**src/rtl/hazard_stall_ctrl_if.sv**
```systemverilog
// Signal bundle between the pipeline datapath and the hazard/stall controller.
// The master side drives the pipeline status; the slave side returns the control enables.
interface hazard_stall_ctrl_if;
    logic [6:0]  IF_ID_op_i;
    logic [4:0]  IF_ID_rs1_i;
    logic [4:0]  IF_ID_rs2_i;
    logic        ID_EX_MemRead_i;
    logic [4:0]  ID_EX_rd_i;
    logic        Branch_taken_i;
    logic        mem_stall_i;
    logic        NoOp_o;
    logic        PCWrite_o;
    logic        IF_ID_Write_o;
    logic        Flush_o;
    logic        Pipe_Stall_o;
    logic        hung_o;
    logic [15:0] stall_cycles_o;
    logic [15:0] flush_cnt_o;

    modport master (
        output IF_ID_op_i, IF_ID_rs1_i, IF_ID_rs2_i, ID_EX_MemRead_i, ID_EX_rd_i,
               Branch_taken_i, mem_stall_i,
        input  NoOp_o, PCWrite_o, IF_ID_Write_o, Flush_o, Pipe_Stall_o, hung_o,
               stall_cycles_o, flush_cnt_o
    );

    modport slave (
        input  IF_ID_op_i, IF_ID_rs1_i, IF_ID_rs2_i, ID_EX_MemRead_i, ID_EX_rd_i,
               Branch_taken_i, mem_stall_i,
        output NoOp_o, PCWrite_o, IF_ID_Write_o, Flush_o, Pipe_Stall_o, hung_o,
               stall_cycles_o, flush_cnt_o
    );
endinterface

```
**src/rtl/hazard_stall_ctrl.sv**
```systemverilog
// Load-use / branch / memory-stall controller for a 5-stage pipeline, with a
// sticky lock-up detector for memory stalls that never end.
module hazard_stall_ctrl #(
    parameter int TIMEOUT = 1024
) (
    input  logic               clk_i,
    input  logic               rst_i,
    hazard_stall_ctrl_if.slave bus
);
    typedef enum logic [1:0] {RUN, MEM_WAIT, HUNG} state_t;

    localparam logic [15:0] WAIT_LAST = 16'(TIMEOUT - 1);

    state_t      state, state_nxt;
    logic [15:0] wait_cnt;
    logic [15:0] stall_cnt;
    logic [15:0] flush_cnt;
    logic        rs1_used, rs2_used, load_use;
    logic        noop, pc_write, if_id_write, flush, pipe_stall, hung;

    function automatic logic [15:0] sat_inc(input logic [15:0] v);
        return (v == 16'hFFFF) ? v : v + 16'd1;
    endfunction

    // Only R, I-ALU, load, store and branch formats carry real register operands.
    always_comb begin
        rs1_used = 1'b0;
        rs2_used = 1'b0;
        case (bus.IF_ID_op_i)
            7'b0110011, 7'b0100011, 7'b1100011: begin
                rs1_used = 1'b1;
                rs2_used = 1'b1;
            end
            7'b0010011, 7'b0000011: rs1_used = 1'b1;
            default: ;
        endcase
    end

    assign load_use = bus.ID_EX_MemRead_i && (bus.ID_EX_rd_i != 5'd0) &&
                      ((rs1_used && (bus.ID_EX_rd_i == bus.IF_ID_rs1_i)) ||
                       (rs2_used && (bus.ID_EX_rd_i == bus.IF_ID_rs2_i)));

    always_comb begin
        state_nxt   = state;
        noop        = 1'b0;
        pc_write    = 1'b1;
        if_id_write = 1'b1;
        flush       = 1'b0;
        pipe_stall  = 1'b0;
        hung        = 1'b0;
        case (state)
            HUNG: begin
                pc_write    = 1'b0;
                if_id_write = 1'b0;
                pipe_stall  = 1'b1;
                hung        = 1'b1;
            end
            default: begin
                if (bus.mem_stall_i) begin
                    pipe_stall  = 1'b1;
                    pc_write    = 1'b0;
                    if_id_write = 1'b0;
                    state_nxt   = (wait_cnt == WAIT_LAST) ? HUNG : MEM_WAIT;
                end else begin
                    state_nxt = RUN;
                    if (load_use) begin
                        // A taken branch seen here is simply retried once the bubble clears.
                        noop        = 1'b1;
                        pc_write    = 1'b0;
                        if_id_write = 1'b0;
                    end else if (bus.Branch_taken_i) begin
                        flush = 1'b1;
                    end
                end
            end
        endcase
    end

    always_ff @(posedge clk_i or posedge rst_i) begin
        if (rst_i) begin
            state     <= RUN;
            wait_cnt  <= 16'd0;
            stall_cnt <= 16'd0;
            flush_cnt <= 16'd0;
        end else begin
            state <= state_nxt;
            if (state != HUNG) begin
                wait_cnt <= bus.mem_stall_i ? wait_cnt + 16'd1 : 16'd0;
                if (pipe_stall || noop) stall_cnt <= sat_inc(stall_cnt);
                if (flush)              flush_cnt <= sat_inc(flush_cnt);
            end
        end
    end

    assign bus.NoOp_o         = noop;
    assign bus.PCWrite_o      = pc_write;
    assign bus.IF_ID_Write_o  = if_id_write;
    assign bus.Flush_o        = flush;
    assign bus.Pipe_Stall_o   = pipe_stall;
    assign bus.hung_o         = hung;
    assign bus.stall_cycles_o = stall_cnt;
    assign bus.flush_cnt_o    = flush_cnt;
endmodule

```
**src/flat_wrapper.sv**
```systemverilog
// flat-port wrapper written by rule: the top's interface ports become plain ports
module hazard_stall_ctrl_flat 
#(
    parameter int TIMEOUT = 1024
)
  (clk_i, rst_i, bus_IF_ID_op_i, bus_IF_ID_rs1_i, bus_IF_ID_rs2_i, bus_ID_EX_MemRead_i, bus_ID_EX_rd_i, bus_Branch_taken_i, bus_mem_stall_i, bus_NoOp_o, bus_PCWrite_o, bus_IF_ID_Write_o, bus_Flush_o, bus_Pipe_Stall_o, bus_hung_o, bus_stall_cycles_o, bus_flush_cnt_o);
  hazard_stall_ctrl_if bus_i ();
  input  logic clk_i;
  input  logic rst_i;
  input wire logic [$bits(bus_i.IF_ID_op_i)-1:0] bus_IF_ID_op_i;
  input wire logic [$bits(bus_i.IF_ID_rs1_i)-1:0] bus_IF_ID_rs1_i;
  input wire logic [$bits(bus_i.IF_ID_rs2_i)-1:0] bus_IF_ID_rs2_i;
  input wire logic [$bits(bus_i.ID_EX_MemRead_i)-1:0] bus_ID_EX_MemRead_i;
  input wire logic [$bits(bus_i.ID_EX_rd_i)-1:0] bus_ID_EX_rd_i;
  input wire logic [$bits(bus_i.Branch_taken_i)-1:0] bus_Branch_taken_i;
  input wire logic [$bits(bus_i.mem_stall_i)-1:0] bus_mem_stall_i;
  output wire logic [$bits(bus_i.NoOp_o)-1:0] bus_NoOp_o;
  output wire logic [$bits(bus_i.PCWrite_o)-1:0] bus_PCWrite_o;
  output wire logic [$bits(bus_i.IF_ID_Write_o)-1:0] bus_IF_ID_Write_o;
  output wire logic [$bits(bus_i.Flush_o)-1:0] bus_Flush_o;
  output wire logic [$bits(bus_i.Pipe_Stall_o)-1:0] bus_Pipe_Stall_o;
  output wire logic [$bits(bus_i.hung_o)-1:0] bus_hung_o;
  output wire logic [$bits(bus_i.stall_cycles_o)-1:0] bus_stall_cycles_o;
  output wire logic [$bits(bus_i.flush_cnt_o)-1:0] bus_flush_cnt_o;
  assign bus_i.IF_ID_op_i = bus_IF_ID_op_i;
  assign bus_i.IF_ID_rs1_i = bus_IF_ID_rs1_i;
  assign bus_i.IF_ID_rs2_i = bus_IF_ID_rs2_i;
  assign bus_i.ID_EX_MemRead_i = bus_ID_EX_MemRead_i;
  assign bus_i.ID_EX_rd_i = bus_ID_EX_rd_i;
  assign bus_i.Branch_taken_i = bus_Branch_taken_i;
  assign bus_i.mem_stall_i = bus_mem_stall_i;
  assign bus_NoOp_o = bus_i.NoOp_o;
  assign bus_PCWrite_o = bus_i.PCWrite_o;
  assign bus_IF_ID_Write_o = bus_i.IF_ID_Write_o;
  assign bus_Flush_o = bus_i.Flush_o;
  assign bus_Pipe_Stall_o = bus_i.Pipe_Stall_o;
  assign bus_hung_o = bus_i.hung_o;
  assign bus_stall_cycles_o = bus_i.stall_cycles_o;
  assign bus_flush_cnt_o = bus_i.flush_cnt_o;
  hazard_stall_ctrl #(.TIMEOUT(TIMEOUT)) u_core (.clk_i(clk_i), .rst_i(rst_i), .bus(bus_i));
endmodule
```
**config.mk**
```make
export PLATFORM = sky130hd
export DESIGN_NAME = hazard_stall_ctrl_flat
export DESIGN_NICKNAME = d
export VERILOG_FILES = /design/src/rtl/hazard_stall_ctrl_if.sv /design/src/rtl/hazard_stall_ctrl.sv /design/src/flat_wrapper.sv
export SDC_FILE = /design/constraint.sdc
export NUM_CORES = 1
export LEC_CHECK = 0
export ABC_AREA = 1
export CORE_MARGIN = 2
export CORE_UTILIZATION = 35
export DETAILED_ROUTE_END_ITERATION = 8
export HOLD_SLACK_MARGIN = 0.02
export MAX_ROUTING_LAYER = met4
export SYNTH_ARGS = -nofsm -noshare
export SYNTH_HDL_FRONTEND = slang
export SYNTH_SLANG_ARGS = --single-unit
```
**constraint.sdc**
```tcl
create_clock -name clk_i -period 2 [get_ports clk_i]
set_input_delay 0.3 -clock clk_i [delete_from_list [all_inputs] [get_ports clk_i]]
set_output_delay 0.3 -clock clk_i [all_outputs]
set_load 0.05 [all_outputs]
```
==> results.sh <==
export IMPL_drt_wirelength_per_cell_um=12.0
export IMPL_syn_nets=474
export IMPL_vias_per_cell=4.76
export IMPL_cpPeakStageDelay_ps=850
export IMPL_avgSynthCellArea_sq_um=7.30
export IMPL_path_depth=1
export IMPL_multi_input_area_sq_um=1720
export IMPL_wl_um=7600
export IMPL_antennaDiodeCount=0
export IMPL_die_w_um=100
export IMPL_utilization_pct=47.0
export IMPL_final_cell_mix="142 x nand2_1, 51 x inv_1, 49 x dfrtp_1"
export IMPL_crit_family="buffers and inverters"
export IMPL_path_cells="clkdlybuf4s50_1"
export IMPL_drv_cap=0
export IMPL_fmax_ghz=0.518
export IMPL_drc=0
export IMPL_path_class="reg -> out"
export IMPL_final_seq_area_sq_um=1250
export IMPL_ctsHoldBuffers=0
export IMPL_rr_endpoint="u_core.bus.stall_cycles_o[6]"
export IMPL_end_kind="primary output"
export IMPL_vias=3024
export IMPL_portBuffers=64
export IMPL_wl_met1_um=3660
export IMPL_area_growth_pct=32.0
export IMPL_routed_wl_met2_um=3680
export IMPL_powerDensity_nw_per_um2=627
export IMPL_met3WireLength_um=220
export IMPL_grt_pass1_vias=2878
export IMPL_final_net_count=553
export IMPL_layout_cells_non_filler=635
export IMPL_grt_max_degree=28
export IMPL_start_kind="flop"
export IMPL_crit_required_ps=1700
export IMPL_mostFrequentLayoutCell="nand2_1"
export IMPL_synth_main_ff_cell="dfrtp_1"
export IMPL_die_area_sq_um=10100
export IMPL_rows=35
export IMPL_yosysWarnings=0
export IMPL_cts_num_sinks=50
export IMPL_worstSkewPairLatency_ps=300
export IMPL_first_pass_iters=4
export IMPL_ys_ff_latch=50
export IMPL_core_sq_um=9110
export IMPL_grtUsageTotal_pct=16.5
export IMPL_status="finished, final reports clean"
export IMPL_setup_viol=0
export IMPL_dieHeight_um=100
export IMPL_syn_area_sq_um=3240
export IMPL_rsz0062_at_grt="no"
export IMPL_fin_hold_ws_ps=288
export IMPL_cts_tree="done"
export IMPL_gp_congestion=0.867
export IMPL_cp_slowest_cell="clkdlybuf4s50_1"
export IMPL_top_layer="met4"
export IMPL_relSlewSlack_pct=65.9
export IMPL_dp_hpwl_um=5760
export IMPL_synth_cells=444
export IMPL_hold_viol_final=0
export IMPL_pin_count=65
export IMPL_placed_cells=621
export IMPL_min_period_ps=1930
export IMPL_power_leakage_nw=2.14
export IMPL_cts_buffers_inserted=5
export IMPL_grt_overflow_total=0
export IMPL_vdd_drop_max_v=0.000368
export IMPL_power_w=0.00268
export IMPL_worst_pin_slew_ps=510
export IMPL_drive_gt1_share_pct=12.8
export IMPL_r2r_setup_slack_ps=260
export IMPL_fin_crit_sh_pct=96.5
export IMPL_cts_root_buf="clkbuf_8"
export IMPL_clkTransAtPathRegs_ps=100
export IMPL_worstPathMaxFanout=5
export IMPL_cp_num_buf_inv=1
export IMPL_start_util_pct=35.6
export IMPL_clk_path_buf_depth=2
export IMPL_seq_area_frac_synth_pct=38.6
export IMPL_antenna_left=0
export IMPL_r2r_start="u_core.bus.stall_cycles_o[1]"
export IMPL_antenna_found_initial=0
export IMPL_synth_edf_count=0
export IMPL_reg2regPathDepth=9
export IMPL_final_max_slew_viol_count=0
export IMPL_async_reset_ff_share_pct=100
export IMPL_fin_skew_ps=11.6
export IMPL_grt_pass1_wl_um=13400
export IMPL_yosys_cell_types_count=37
export IMPL_fillers=921
export IMPL_htreeDepth=2
export IMPL_cp_arrival_ps=1630
export IMPL_hp_class="in -> async"
export IMPL_dr_first_iter_drc_count=89
## final cells by class
class / count / area share, %
Clock buffer: 6 / 1.69
Clock inverter: 2 / 0.234
Inverter: 59 / 5.17
Multi-Input combinational cell: 324 / 40.2
Sequential cell: 50 / 29.3
Tap cell: 111 / 3.24
Timing Repair Buffer: 83 / 20.3
## power breakdown
group	leakage, nW	total [W]	internal [W]	switching (W)
combinational	1.41	0.000889	0.000331	0.000558
sequential	0.681	0.00121	0.00110	0.000117
clock	0.0450	0.000582	0.000244	0.000338
total	2.14	0.00268	0.00167	0.00101
## logic make-up after synthesis
family,Yosys count,share of synthesized area [%]
xor gates and xnor gates,26,7.02
AOI/OAI and AO/OA,27,5.25
and+or+nand+nor,268,38.8
DFF,50,38.6
adders and majority gates,3,1.16
buffers and inverters,70,9.18
## worst register-to-register path: stages (launching register included)
cell and delay [ps]:
dfrtp_1 420, ha_1 220, nand3_2 140, nor3_4 180
nand2_2 110, nor3_2 130, nor2_2 90, nand2_4 220
nand2_1 100, o21ai_2 60
## cell usage after synthesis (2+ instances only)
| master | n | share of area, % |
|---|---|---|
| buf_2 | 4 | 0.62 |
| nor4_1 | 2 | 0.39 |
| buf_6 | 3 | 1.0 |
| nand2_4 | 2 | 0.69 |
| xor2_1 | 14 | 3.8 |
| ha_1 | 3 | 1.2 |
| nand2_2 | 3 | 0.58 |
| nor2_1 | 34 | 3.9 |
| o21ai_2 | 4 | 1.1 |
| a21oi_1 | 8 | 1.2 |
| nand3_2 | 2 | 0.62 |
| a31oi_1 | 2 | 0.39 |
| buf_4 | 2 | 0.46 |
| nand4_1 | 25 | 4.8 |
| nand3_1 | 30 | 4.6 |
| nor2_4 | 3 | 1.0 |
| xnor2_1 | 12 | 3.2 |
| inv_1 | 52 | 6.0 |
| nand2_1 | 142 | 16 |
| nor2_2 | 2 | 0.39 |
| o21ai_0 | 9 | 1.4 |
| nor3_1 | 15 | 2.3 |
| dfrtp_1 | 50 | 39 |
| nor3_2 | 2 | 0.62 |
| inv_2 | 7 | 0.81 |
## sequential cells by signal, summed over array words and instances, names as in the netlist
signal / flops
u_core.state: 2
u_core.bus.flush_cnt_o: 16
u_core.wait_cnt: 16
u_core.bus.stall_cycles_o: 16
## how the worst max path moves through the flow
| stage | to | from | slack [ps] |
|---|---|---|---|
| 2_1_floorplan | u_core.bus.stall_cycles_o[5] | u_core.bus.stall_cycles_o[1] | 5 |
| 3_3_place_gp | bus_Flush_o | bus_ID_EX_rd_i[2] | -110 |
| 3_5_place_dp | bus_Flush_o | bus_ID_EX_rd_i[2] | -90 |
| 4_1_cts | bus_Pipe_Stall_o | u_core.state[0] | 4 |
| 5_1_grt | bus_Flush_o | bus_IF_ID_rs1_i[4] | 2 |
| 6_report | bus_stall_cycles_o[10] | u_core.bus.stall_cycles_o[10] | 70 |
## timing repair
| item | CTS | global route |
|---|---|---|
| gates resized for setup | 8 | 8 |
| setup buffers | 1 | 5 |
| pin swaps | 3 | 7 |
| endpoints found under the setup margin | 4 | 7 |
## per-layer routing
layer	vias to the layer above	global-route usage (%)
li1	1577	-
met1	1400	22.0
met2	39	26.8
met3	8	2.79
met4	0	3.16
met5	-	-
## through the flow
step | instance area [sq um] | setup WS [ps] | setup TNS, ps
2_1_floorplan | 3250 | 4.51 | 0
3_5_place_dp | 4120 | -92.4 | -265
6_report | 4280 | 69.8 | 0
5_1_grt | 4280 | 2.14 | 0
4_1_cts | 4220 | 3.88 | 0
3_3_place_gp | 4120 | -111 | -173
Note: power is estimated with default switching activity, not from simulation.
==> RTL edit 1: new RTL, same settings <==
Encoding of `state_t`: now one-hot (3 bits for 3 states).
--- a/src/rtl/hazard_stall_ctrl.sv
+++ b/src/rtl/hazard_stall_ctrl.sv
@@ -7,7 +7,7 @@
     input  logic               rst_i,
     hazard_stall_ctrl_if.slave bus
 );
-    typedef enum logic [1:0] {RUN, MEM_WAIT, HUNG} state_t;
+    typedef enum logic [2:0] {RUN = 3'b001, MEM_WAIT = 3'b010, HUNG = 3'b100} state_t;
 
     localparam logic [15:0] WAIT_LAST = 16'(TIMEOUT - 1);
 
Check against the original RTL: same outputs for any inputs over 10 cycles, from zero or initial values and one cycle with rst_i high; not proved beyond that.
==> RTL edit 1 against the original RTL <==
Setup slack got worse by 0.025 ns. Die area rose by 2.0%. Cell area rose by 3.8%. Highest routed layer unchanged. Sequential power rose by 3%. Routed wire length rose by 8.9%. Sequential cell count rose by 1. Largest cell class unchanged. Total power rose by 8.1%. Synthesized area rose by 2.1%. Clock skew rose by 0.0066 ns.
==> RTL edit 1: results (changes against the original RTL) <==
Detailed routing
  – DR iter-0 viols: 159 (was 89)
  – Routed WL: 8.281 mm (was 7.604 mm)
  – Via-to-Cell Ratio: 4.936 (was 4.762)

Yosys
  – Syn avg cell area: 7.406 µm² (was 7.304 µm²)
  – Compound-Gate Fraction of Synth Area: 0.04989 (was 0.05247)
  – Syn Nets: 477 (was 474)
  – Xor/xnor share of the synthesized area: 0.07407 (was 0.07022)
  – Area share of fa/ha/maj cells after synthesis: 0.01134 (was 0.01157)
  – Netlist cell types: 38 (was 37)
  – Synth area leaders: dfrtp_1 38%, nand2_1 16%, nand3_1 5.6% (was dfrtp_1 39%, nand2_1 16%, inv_1 6.0%)
  – Seq/Total Area, Yosys: 0.3859 (was 0.3858)

Clock network
  – CTS sink count: 51 (was 50)
  – Post_cts resized: 6 (was 8)
  – Postcts setup bufs: 6 (was 1)

Finish
  – Multi-input gates: 330 (was 324)
  – Non-clk buf share: 0.2111 (was 0.2025)
  – Multi-input combinational area share: 0.3981 (was 0.4015)
  – Final nets: 557 (was 553)
  – Layout Cells excl Fill: 639 (was 635)

Global route
  – Vias in the first global route: 3098 (was 2878)
  – First-pass GRT wire length: 14.15 mm (was 13.37 mm)
  – Global-route track usage on met3: 0.02968 (was 0.02786)
  – GRT Util Overall: 0.1744 (was 0.1651)

Place
  – Pre-CTS setup slack: -0.07738 ns (was -0.09245 ns)
  – Placed insts: 623 (was 621)
  – Placed cell area: 4197 µm² (was 4123 µm²)
  – Hpwl dp: 6.114 mm (was 5.762 mm)

STA
  – Worst hold margin: 0.3148 ns (was 0.2883 ns)
  – Fmax: 511.5 MHz (was 518.1 MHz)
  – Worst-Margin Slew: 0.5234 ns (was 0.5101 ns)

Outcome
  – Outcome: complete, no violations (unchanged)

Power and ir drop
  – Max VDD drop: 0.0005953 V (was 0.0003683 V)
  – Leak pwr: 2.247 nW (was 2.140 nW)

Critical path
  – CP arrival: 1.66 ns (was 1.63 ns)
  – Reg2reg setup slack: 0.18 ns (was 0.26 ns)
-- RTL edit 1: changes by cell type in the layout (fill, tap and decap cells not counted), moves of 3 or more --
cell | unedited run | this run
nand3_1 | 30 | 37
clkdlybuf4s50_1 | 46 | 38
dlygate4sd2_1 | 5 | 2
o21ai_0 | 9 | 5
nor2_1 | 32 | 28
dlymetal6s2s_1 | 7 | 18
xnor2_1 | 12 | 15
inv_1 | 51 | 46
nor3_1 | 14 | 19
-- RTL edit 1: where the power goes --
part / switching, mW / internal (mW) / leakage, nW
clock: 0.369 / 0.374 / 0.0514
sequential: 0.131 / 1.12 / 0.692
combinational: 0.570 / 0.340 / 1.50
total: 1.07 / 1.83 / 2.25
-- RTL edit 1: layer usage --
layer	routed length, µm	part of all wire
met4	92	0.011
met2	3922	0.47
met3	418	0.050
met5	0	0
met1	3847	0.46
==> RTL edit 2: new RTL, config.mk and constraints unchanged <==
Made on the original files. `TIMEOUT` is set to 1024 in 2 places; all go to 512.
--- a/src/rtl/hazard_stall_ctrl.sv
+++ b/src/rtl/hazard_stall_ctrl.sv
@@ -1,7 +1,7 @@
 // Load-use / branch / memory-stall controller for a 5-stage pipeline, with a
 // sticky lock-up detector for memory stalls that never end.
 module hazard_stall_ctrl #(
-    parameter int TIMEOUT = 1024
+    parameter int TIMEOUT = 512
 ) (
     input  logic               clk_i,
     input  logic               rst_i,
--- a/src/flat_wrapper.sv
+++ b/src/flat_wrapper.sv
@@ -1,7 +1,7 @@
 // flat-port wrapper written by rule: the top's interface ports become plain ports
 module hazard_stall_ctrl_flat 
 #(
-    parameter int TIMEOUT = 1024
+    parameter int TIMEOUT = 512
 )
   (clk_i, rst_i, bus_IF_ID_op_i, bus_IF_ID_rs1_i, bus_IF_ID_rs2_i, bus_ID_EX_MemRead_i, bus_ID_EX_rd_i, bus_Branch_taken_i, bus_mem_stall_i, bus_NoOp_o, bus_PCWrite_o, bus_IF_ID_Write_o, bus_Flush_o, bus_Pipe_Stall_o, bus_hung_o, bus_stall_cycles_o, bus_flush_cnt_o);
   hazard_stall_ctrl_if bus_i ();
Function: same outputs for any inputs over 10 cycles, from zero or initial values and one cycle with rst_i high; that may be too few to reach the edited logic, so the function may still have changed.
==> RTL edit 2 against the original RTL <==
Routed wire length down 0.13%. Setup slack better by 0.0013 ns. Sequential cell count unchanged. Sequential power about the same. Cell area up 1.8%. Total power up 3.1%. Synthesized area up 0.69%. Worst hold slack better by 0.064 ns. Critical endpoint is now bus_flush_cnt_o[10]. Largest cell class unchanged.
==> RTL edit 2: results (changes against the original RTL) <==
Outcome
  – Outcome: complete, no violations (unchanged)

Global route
  – Vias in the first global route: 2954 (was 2878)
  – Remaining Overflow, GRT: 0 (unchanged)
  – First-pass GRT wire length: 13.31 mm (was 13.37 mm)
  – Largest net degree at the start of global routing: 51 (was 28)
  – GRT Util Overall: 0.1652 (was 0.1651)

Place
  – Hpwl dp: 5.676 mm (was 5.762 mm)
  – Number of port buffers: 64 (unchanged)
  – Placed cell area: 4172 µm² (was 4123 µm²)
  – GPL Wtd Cong: 0.8890 (was 0.8671)

Power and ir drop
  – Max VDD drop: 0.0004796 V (was 0.0003683 V)
  – Leak pwr: 2.225 nW (was 2.140 nW)

Clock network
  – TritonCTS buffer count: 5 (unchanged)
  – Clk slew on worst S/H paths: 0.10 ns (about the same)
  – Max Root-Sink Buffers: 2 (unchanged)
  – Clock Tree Root: clkbuf_8 (unchanged)
  – Htree depth: 2 (unchanged)
  – Worst skew pair latency: 0.30 ns (about the same)

Yosys
  – Most used DFF post-synth: dfrtp_1 (unchanged)
  – Most frequent cells after synthesis: 138 x nand2_1, 54 x inv_1, 50 x dfrtp_1 (was 142 x nand2_1, 52 x inv_1, 50 x dfrtp_1)
  – Syn Nets: 475 (was 474)
  – Seq/Total Area, Yosys: 0.3831 (was 0.3858)
  – Synth area leaders: dfrtp_1 38%, nand2_1 16%, inv_1 6.2% (was dfrtp_1 39%, nand2_1 16%, inv_1 6.0%)
  – Synth warn: 0 (unchanged)
  – Netlist cell types: 35 (was 37)

Critical path
  – CP arrival: 1.63 ns (about the same)
  – CP delay by family, top: buffers and inverters (unchanged)
  – Slowest CP cell: clkdlybuf4s50_1 (unchanged)
  – Reg2reg start: u_core.bus.stall_cycles_o[0] (was u_core.bus.stall_cycles_o[1])
  – Reg2Reg Depth: 9 (unchanged)
  – Worst R2R End: u_core.bus.stall_cycles_o[3] (was u_core.bus.stall_cycles_o[6])
  – Reg2reg setup slack: 0.24 ns (was 0.26 ns)
  – CP max stage delay: 0.85 ns (about the same)

STA
  – Final hold viol count: 0 (unchanged)
  – Clock Skew: 0.006570 ns (was 0.01161 ns)
  – Worst rel slew slack: 0.6604 (was 0.6594)

Finish
  – Final nets: 550 (was 553)
  – Ant diodes: 0 (unchanged)
  – Fill cell count: 872 (was 921)
  – Fraction of layout cells with a size suffix above 1: 0.1305 (was 0.1279)

Detailed routing
  – Via count: 3074 (was 3024)
  – 1st-pass router iterations: 4 (unchanged)
  – Routed WL: 7.594 mm (was 7.604 mm)
  – DR iter-0 viols: 66 (was 89)
## RTL edit 2: changes by cell type in the layout (fill, tap and decap cells not counted), moves of 3 or more
cell,delta
nor2_1,+3
nand3_1,+4
nand2_1,-5
dlymetal6s2s_1,+7
buf_4,-5
dlygate4sd2_1,-5
nor3_1,-3
## RTL edit 2: timing repair
action	CTS	global route
hold endpoints to repair	0	0
pin swaps	0	9
setup endpoints to repair	2	7
resized for setup	2	24
buffers inserted	0	1
## RTL edit 2: metal layers
layer / share of wire / track usage / vias to the layer above
li1: - / - / 1583
met1: 0.48 / 0.2169 / 1435
met2: 0.49 / 0.2646 / 49
met3: 0.024 / 0.02913 / 7
met4: 0.011 / 0.04320 / 0
met5: 0 / - / -
## RTL edit 2: layout make-up
type | count | area (µm²) | area share
Multi-Input combinational cell | 325 | 1760 | 0.4037
Tap cell | 111 | 138.9 | 0.03185
Timing Repair Buffer | 80 | 893.4 | 0.2049
Clock inverter | 2 | 16.27 | 0.003730
Clock buffer | 6 | 82.58 | 0.01894
Inverter | 58 | 217.7 | 0.04993
Sequential cell | 50 | 1251 | 0.2869
## RTL edit 2: metrics by stage
stage	std cells	setup WS [ns]	total power, mW	hold WS [ns]
2_1_floorplan	445	0.01470	1.814	0.4096
3_3_place_gp	623	-0.01020	2.139	0.5072
3_5_place_dp	623	-0.03539	2.147	0.5079
4_1_cts	631	0.01664	2.809	0.3640
5_1_grt	632	0.001059	2.928	0.3839
6_report	632	0.07106	2.766	0.3523
## RTL edit 2: how the worst max path moves through the flow
stage,startpoint,endpoint,slack [ns],depth (start not counted)
CTS,bus_ID_EX_rd_i[0],bus_NoOp_o,0.02,10
floorplan,bus_ID_EX_rd_i[4],bus_Flush_o,0.01,8
global route,bus_IF_ID_rs2_i[3],bus_PCWrite_o,0.001,10
finish,u_core.bus.flush_cnt_o[10],bus_flush_cnt_o[10],0.07,1
global placement,bus_ID_EX_rd_i[1],bus_NoOp_o,-0.01,10
detailed placement,bus_ID_EX_rd_i[0],bus_NoOp_o,-0.04,10
## RTL edit 2: worst min-delay path, stage by stage
cell and delay [ns]:
clkdlybuf4s50_1 0.42, inv_2 0.07, buf_12 0.26
## RTL edit 2: cells by family after synthesis
| family | share of synthesized area |
|---|---|
| and+or+nand+nor | 0.3931 |
| buffers and inverters | 0.09233 |
| DFF | 0.3831 |
| xor gates and xnor gates | 0.07241 |
| AOI/OAI and AO/OA | 0.04751 |
| adders and majority gates | 0.01150 |
## RTL edit 2: report_power, final
part	internal, mW	leakage [nW]	switching (mW)
Combinational	0.342	1.50	0.575
Sequential	1.10	0.682	0.113
Clock	0.285	0.0478	0.354
